`src/rtl/alu_rr_arbiter.sv`:
```
// Round-robin arbiter sharing one 7-bit ALU between two requesters.
// Optional per-requester grant counters are enabled by defining ALU_ARB_GRANT_CNT_EN.
module alu_rr_arbiter (
    input  logic       clk,
    input  logic       rst,
    input  logic       req0,
    input  logic [6:0] a0,
    input  logic [6:0] b0,
    input  logic [1:0] op0,
    input  logic       req1,
    input  logic [6:0] a1,
    input  logic [6:0] b1,
    input  logic [1:0] op1,
    output logic       ack0,
    output logic       ack1,
    output logic [6:0] res,
    output logic       busy,
    output logic [6:0] alu_a,
    output logic [6:0] alu_b,
    output logic [1:0] alu_op,
    input  logic [6:0] alu_y
`ifdef ALU_ARB_GRANT_CNT_EN
    ,
    output logic [7:0] gcnt0,
    output logic [7:0] gcnt1
`endif
);

    localparam logic [1:0] ST_IDLE = 2'd0;
    localparam logic [1:0] ST_EXEC = 2'd1;
    localparam logic [1:0] ST_RESP = 2'd2;

    logic [1:0] r_state;
    logic       r_gnt;
    logic       r_last;
    logic       r_ack0;
    logic       r_ack1;
    logic       r_busy;
    logic [6:0] r_res;
    logic [6:0] r_alu_a;
    logic [6:0] r_alu_b;
    logic [1:0] r_alu_op;

    logic       w_win;
    logic [6:0] w_a;
    logic [6:0] w_b;
    logic [1:0] w_op;

    // Winner selection: a lone requester wins; on a tie the one not served last wins.
    always_comb begin
        w_win = 1'b0;
        if (req0 && req1) begin
            w_win = ~r_last;
        end else begin
            w_win = req1;
        end
    end

    // Operand mux for the selected winner.
    always_comb begin
        w_a  = a0;
        w_b  = b0;
        w_op = op0;
        if (w_win) begin
            w_a  = a1;
            w_b  = b1;
            w_op = op1;
        end else begin
            w_a  = a0;
            w_b  = b0;
            w_op = op0;
        end
    end

    // Main control FSM: IDLE samples and grants, EXEC captures the ALU, RESP acknowledges.
    always_ff @(posedge clk) begin
        if (rst) begin
            r_state  <= ST_IDLE;
            r_gnt    <= 1'b0;
            r_last   <= 1'b1;
            r_ack0   <= 1'b0;
            r_ack1   <= 1'b0;
            r_busy   <= 1'b0;
            r_res    <= 7'd0;
            r_alu_a  <= 7'd0;
            r_alu_b  <= 7'd0;
            r_alu_op <= 2'd0;
        end else begin
            case (r_state)
                ST_IDLE: begin
                    r_ack0 <= 1'b0;
                    r_ack1 <= 1'b0;
                    if (req0 || req1) begin
                        r_gnt    <= w_win;
                        r_alu_a  <= w_a;
                        r_alu_b  <= w_b;
                        r_alu_op <= w_op;
                        r_busy   <= 1'b1;
                        r_state  <= ST_EXEC;
                    end else begin
                        r_busy  <= 1'b0;
                        r_state <= ST_IDLE;
                    end
                end
                ST_EXEC: begin
                    r_res   <= alu_y;
                    r_ack0  <= ~r_gnt;
                    r_ack1  <= r_gnt;
                    r_state <= ST_RESP;
                end
                ST_RESP: begin
                    r_ack0  <= 1'b0;
                    r_ack1  <= 1'b0;
                    r_last  <= r_gnt;
                    r_busy  <= 1'b0;
                    r_state <= ST_IDLE;
                end
                default: begin
                    r_ack0  <= 1'b0;
                    r_ack1  <= 1'b0;
                    r_busy  <= 1'b0;
                    r_state <= ST_IDLE;
                end
            endcase
        end
    end

`ifdef ALU_ARB_GRANT_CNT_EN
    logic [7:0] r_gcnt0;
    logic [7:0] r_gcnt1;

    // Saturating grant counters, bumped as each response completes.
    always_ff @(posedge clk) begin
        if (rst) begin
            r_gcnt0 <= 8'd0;
            r_gcnt1 <= 8'd0;
        end else if (r_state == ST_RESP) begin
            if (r_gnt) begin
                if (r_gcnt1 != 8'd255) begin
                    r_gcnt1 <= r_gcnt1 + 8'd1;
                end else begin
                    r_gcnt1 <= r_gcnt1;
                end
            end else begin
                if (r_gcnt0 != 8'd255) begin
                    r_gcnt0 <= r_gcnt0 + 8'd1;
                end else begin
                    r_gcnt0 <= r_gcnt0;
                end
            end
        end else begin
            r_gcnt0 <= r_gcnt0;
            r_gcnt1 <= r_gcnt1;
        end
    end

    assign gcnt0 = r_gcnt0;
    assign gcnt1 = r_gcnt1;
`endif

    assign ack0   = r_ack0;
    assign ack1   = r_ack1;
    assign res    = r_res;
    assign busy   = r_busy;
    assign alu_a  = r_alu_a;
    assign alu_b  = r_alu_b;
    assign alu_op = r_alu_op;

endmodule

```
`config.mk`:
```
export PLATFORM = sky130hd
export DESIGN_NAME = alu_rr_arbiter
export DESIGN_NICKNAME = d
export VERILOG_FILES = /design/src/rtl/alu_rr_arbiter.sv
export SDC_FILE = /design/constraint.sdc
export NUM_CORES = 1
export LEC_CHECK = 0
export BUFFER_PORTS_ARGS = -buffer_cell sky130_fd_sc_hd__buf_2
export CAP_MARGIN = 0
export CORE_MARGIN = 5
export CORE_UTILIZATION = 47
export DETAILED_ROUTE_END_ITERATION = 8
export HOLD_SLACK_MARGIN = 0.15
export PLACE_DENSITY = 0.83
export SETUP_SLACK_MARGIN = 0.02
export SYNTH_ARGS = -nofsm -noshare
export SYNTH_HDL_FRONTEND = slang
export SYNTH_SLANG_ARGS = --single-unit
```
`constraint.sdc`:
```
create_clock -name clk -period 3 [get_ports clk]
set_input_delay 0.15 -clock clk [delete_from_list [all_inputs] [get_ports clk]]
set_output_delay 0.15 -clock clk [all_outputs]
set_load 0.05 [all_outputs]
```
==> results by group <==
Clocking
  • Clk_lat worst skew: 0.31 ns
  • Clk sinks: 30
  • Number of CTS-inserted buffers: 5
  • Max clock buf depth: 2
  • TritonCTS clock tree: yes
  • Root buf cell: clkbuf_4
  • CTS clk-pin slew, worst paths: roughly 0.090 ns
  • # H-tree levels: 2
  • Postcts setup bufs: 0

Setup path
  • R2R Path Start: r_state[0]
  • Worst Path Buf+Inv: 2
  • Cell count along the critical path: 5
  • FF-to-FF path depth: 5
  • Worst EP arrival: 2.41 ns
  • CP endpoint: alu_a[6]
  • CP max stage cell: dlygate4sd3_1
  • Crit path from: r_state[0]
  • Largest stage delay on the critical path: ~0.60 ns
  • CP Class: reg2reg
  • Startpoint Class: flip-flop
  • Crit path capture type: flip-flop
  • Reg2reg end: alu_a[6]
  • Required @ worst endpoint: 3.25 ns
  • Crit-path cells: nor2_1, buf_4, a21oi_1, a311oi_2, dlygate4sd3_1
  • CP max FO: 11
  • CP delay by family, top: buffers and inverters
  • Worst reg-to-reg setup slack: approximately 0.84 ns

Run status
  • Status: complete, no violations

Detailed routing
  • DRC: 0
  • Top Metal Used: met4
  • Post-route ant nets: 0
  • Total iterations of the first detailed-routing run: 5
  • Avg WL per Cell: around 14 µm
  • Metal1 wirelength: about 1600 µm
  • Via Count: 1443
  • Initial DRC count: 49
  • DR WL met2: roughly 2100 µm
  • WL met3: about 270 µm
  • Total detailed-routing wirelength: between 4000 and 5000 µm
  • Via density: ~5

Worst hold path
  • Hold Crit Class: in2reg
  • Min-delay src: req0

Synth
  • Mapped Cells: 148
  • Post-synthesis sequential area ratio: between 40% and 50%
  • Cell area after synthesis: 1300 µm²
  • Unique masters post-synth: 20
  • Post-synthesis average cell area: 8.78 µm²
  • Synth Register Bits: 30
  • Synth warn: 0
  • Post-synth top area share: between 40% and 50%
  • Largest area contributor in the netlist: dfxtp_1
  • Leading post-synthesis cells by cell area: dfxtp_1 (46%), nand2_1 (14%), a311oi_2 (12%)
  • Syn_nets: about 190

Place
  • Dpl hpwl: around 2400 µm
  • Place WS: around 1.5 ns
  • Routability Congestion: approximately 0.74
  • Dpl cells: 235
  • I/O Buffers: 68

Final layout
  • Most frequent cells in the layout: buf_2 (68), nand2_1 (49), dlygate4sd3_1 (39)
  • Final cell count without fillers: 280
  • Nets: ~300
  • Area Growth Syn to Fin: 57.2%
  • Share of cells above drive strength 1: 35.3%
  • N_diodes: 0
  • Most common cell after layout, fill and taps aside: buf_2

Floorplan
  • Die height: around 63 µm
  • Die W: roughly 63 µm
  • Effective utilization at floorplan: between 40 and 50%
  • Row count: 19
  • Die area: approximately 3900 µm²
  • Core area: 2710 µm²
  • IO Count: slightly below 70

STA
  • Maximum clock rate: roughly 0.46 GHz
  • Slew HR: around half
  • Clock Skews: between 0.004 and 0.005 ns
  • RSZ-0062 raised after global routing: no
  • Final setup fails: 0
  • Final min period: roughly 2.2 ns
  • TNS Setup: 0 ns
  • Fin. Hold Viols: 0
  • Final worst slack: between 0.8 and 0.9 ns
  • Final Max Slew Viols: 0
  • Fin crit share: between 70% and 80%
  • Worst-Margin Slew: around 0.76 ns

Power and ir drop
  • Max VDD drop: around 0.37 mV
  • P_leak: a little under 0.001 µW
  • Pwr Density: 516 nW/µm²

GRT
  • Total gr overflow: 0
  • Largest net degree at the start of global routing: 30
  • GRT Total Usage: between 20% and 30%
  • Vias in the first global route: 1494
  • Initial antenna violation count: 0
  • First-pass GRT wire length: around 6800 µm

Run
  • MaxCap Viol Count: 0
what timing repair did:
action / in CTS / in global routing
setup endpoints to repair: 0 / 0
hold buffers: 39 / 0
hold endpoints to repair: 23 / 0
gates resized for setup: 0 / 0
metrics by stage:
stage,hold WS (ns),utilization [%],area (µm²),total power [µW]
final,0.339,75.4,2040,1050
after global routing,0.352,75.4,2040,1110
after CTS,0.322,75.4,2040,1050
after detailed placement,0.397,59.1,1600,769
after global placement,0.394,59.1,1600,763
after floorplan,0.286,-,1300,700
registers in the layout, summed over array words and instances (netlist names):
signal	count
r_state	2
ack0	1
alu_b	7
r_gnt	1
busy	1
ack1	1
alu_a	7
r_last	1
alu_op	2
res	7
worst min-delay path, cell delays in order:
cell	delay, ns
buf_2	0.11
a21boi_2	0.20
nand2_1	0.10
a21oi_1	0.05
routing by layer:
layer,vias up,GRT usage (%)
met5,-,0
met4,0,8.22
met3,6,6.47
met2,59,39.4
met1,659,21.8
li1,719,-
how the worst min path moves through the flow:
| stage | to | slack (ns) | cells after the start |
|---|---|---|---|
| floorplan | res[0] | 0.29 | 2 |
| global placement | res[5] | 0.39 | 3 |
| detailed placement | res[6] | 0.40 | 3 |
| CTS | r_gnt | 0.32 | 4 |
| global route | r_state[0] | 0.35 | 2 |
| finish | r_gnt | 0.34 | 4 |
synth_stat cells:
cell type	n
nand2_1	49
dfxtp_1	30
a21oi_1	25
a311oi_2	10
a311oi_1	6
clkbuf_1	6
buf_2	4
nor2_1	3
nor2b_1	3
buf_6	2
a211o_1	1
a21bo_1	1
a21bo_2	1
a21boi_2	1
and2_1	1
and2_4	1
buf_12	1
nand2b_1	1
nor3_1	1
or2_1	1
cell type report:
type,instances,area (µm²)
well taps,31,38.8
clock buffers,6,51.3
flip-flops and latches,30,601
repair buffers,108,738
fillers,203,667
multi-input cells,105,614
cells by family after synthesis:
group / count (synthesis) / share of synthesized area (%)
AO/OA/AOI/OAI: 45 / 28.3
buffers and inverters: 13 / 6.54
flip-flops: 30 / 46.2
AND/OR/NAND/NOR: 60 / 19.0
where the power goes:
group,total (µW),internal (µW),leakage [µW],switching [µW]
sequential,457,435,0.000248,21.5
clock,231,106,0.0000302,125
combinational,367,137,0.000682,229
No activity file was read; power rests on OpenSTA's default activity.
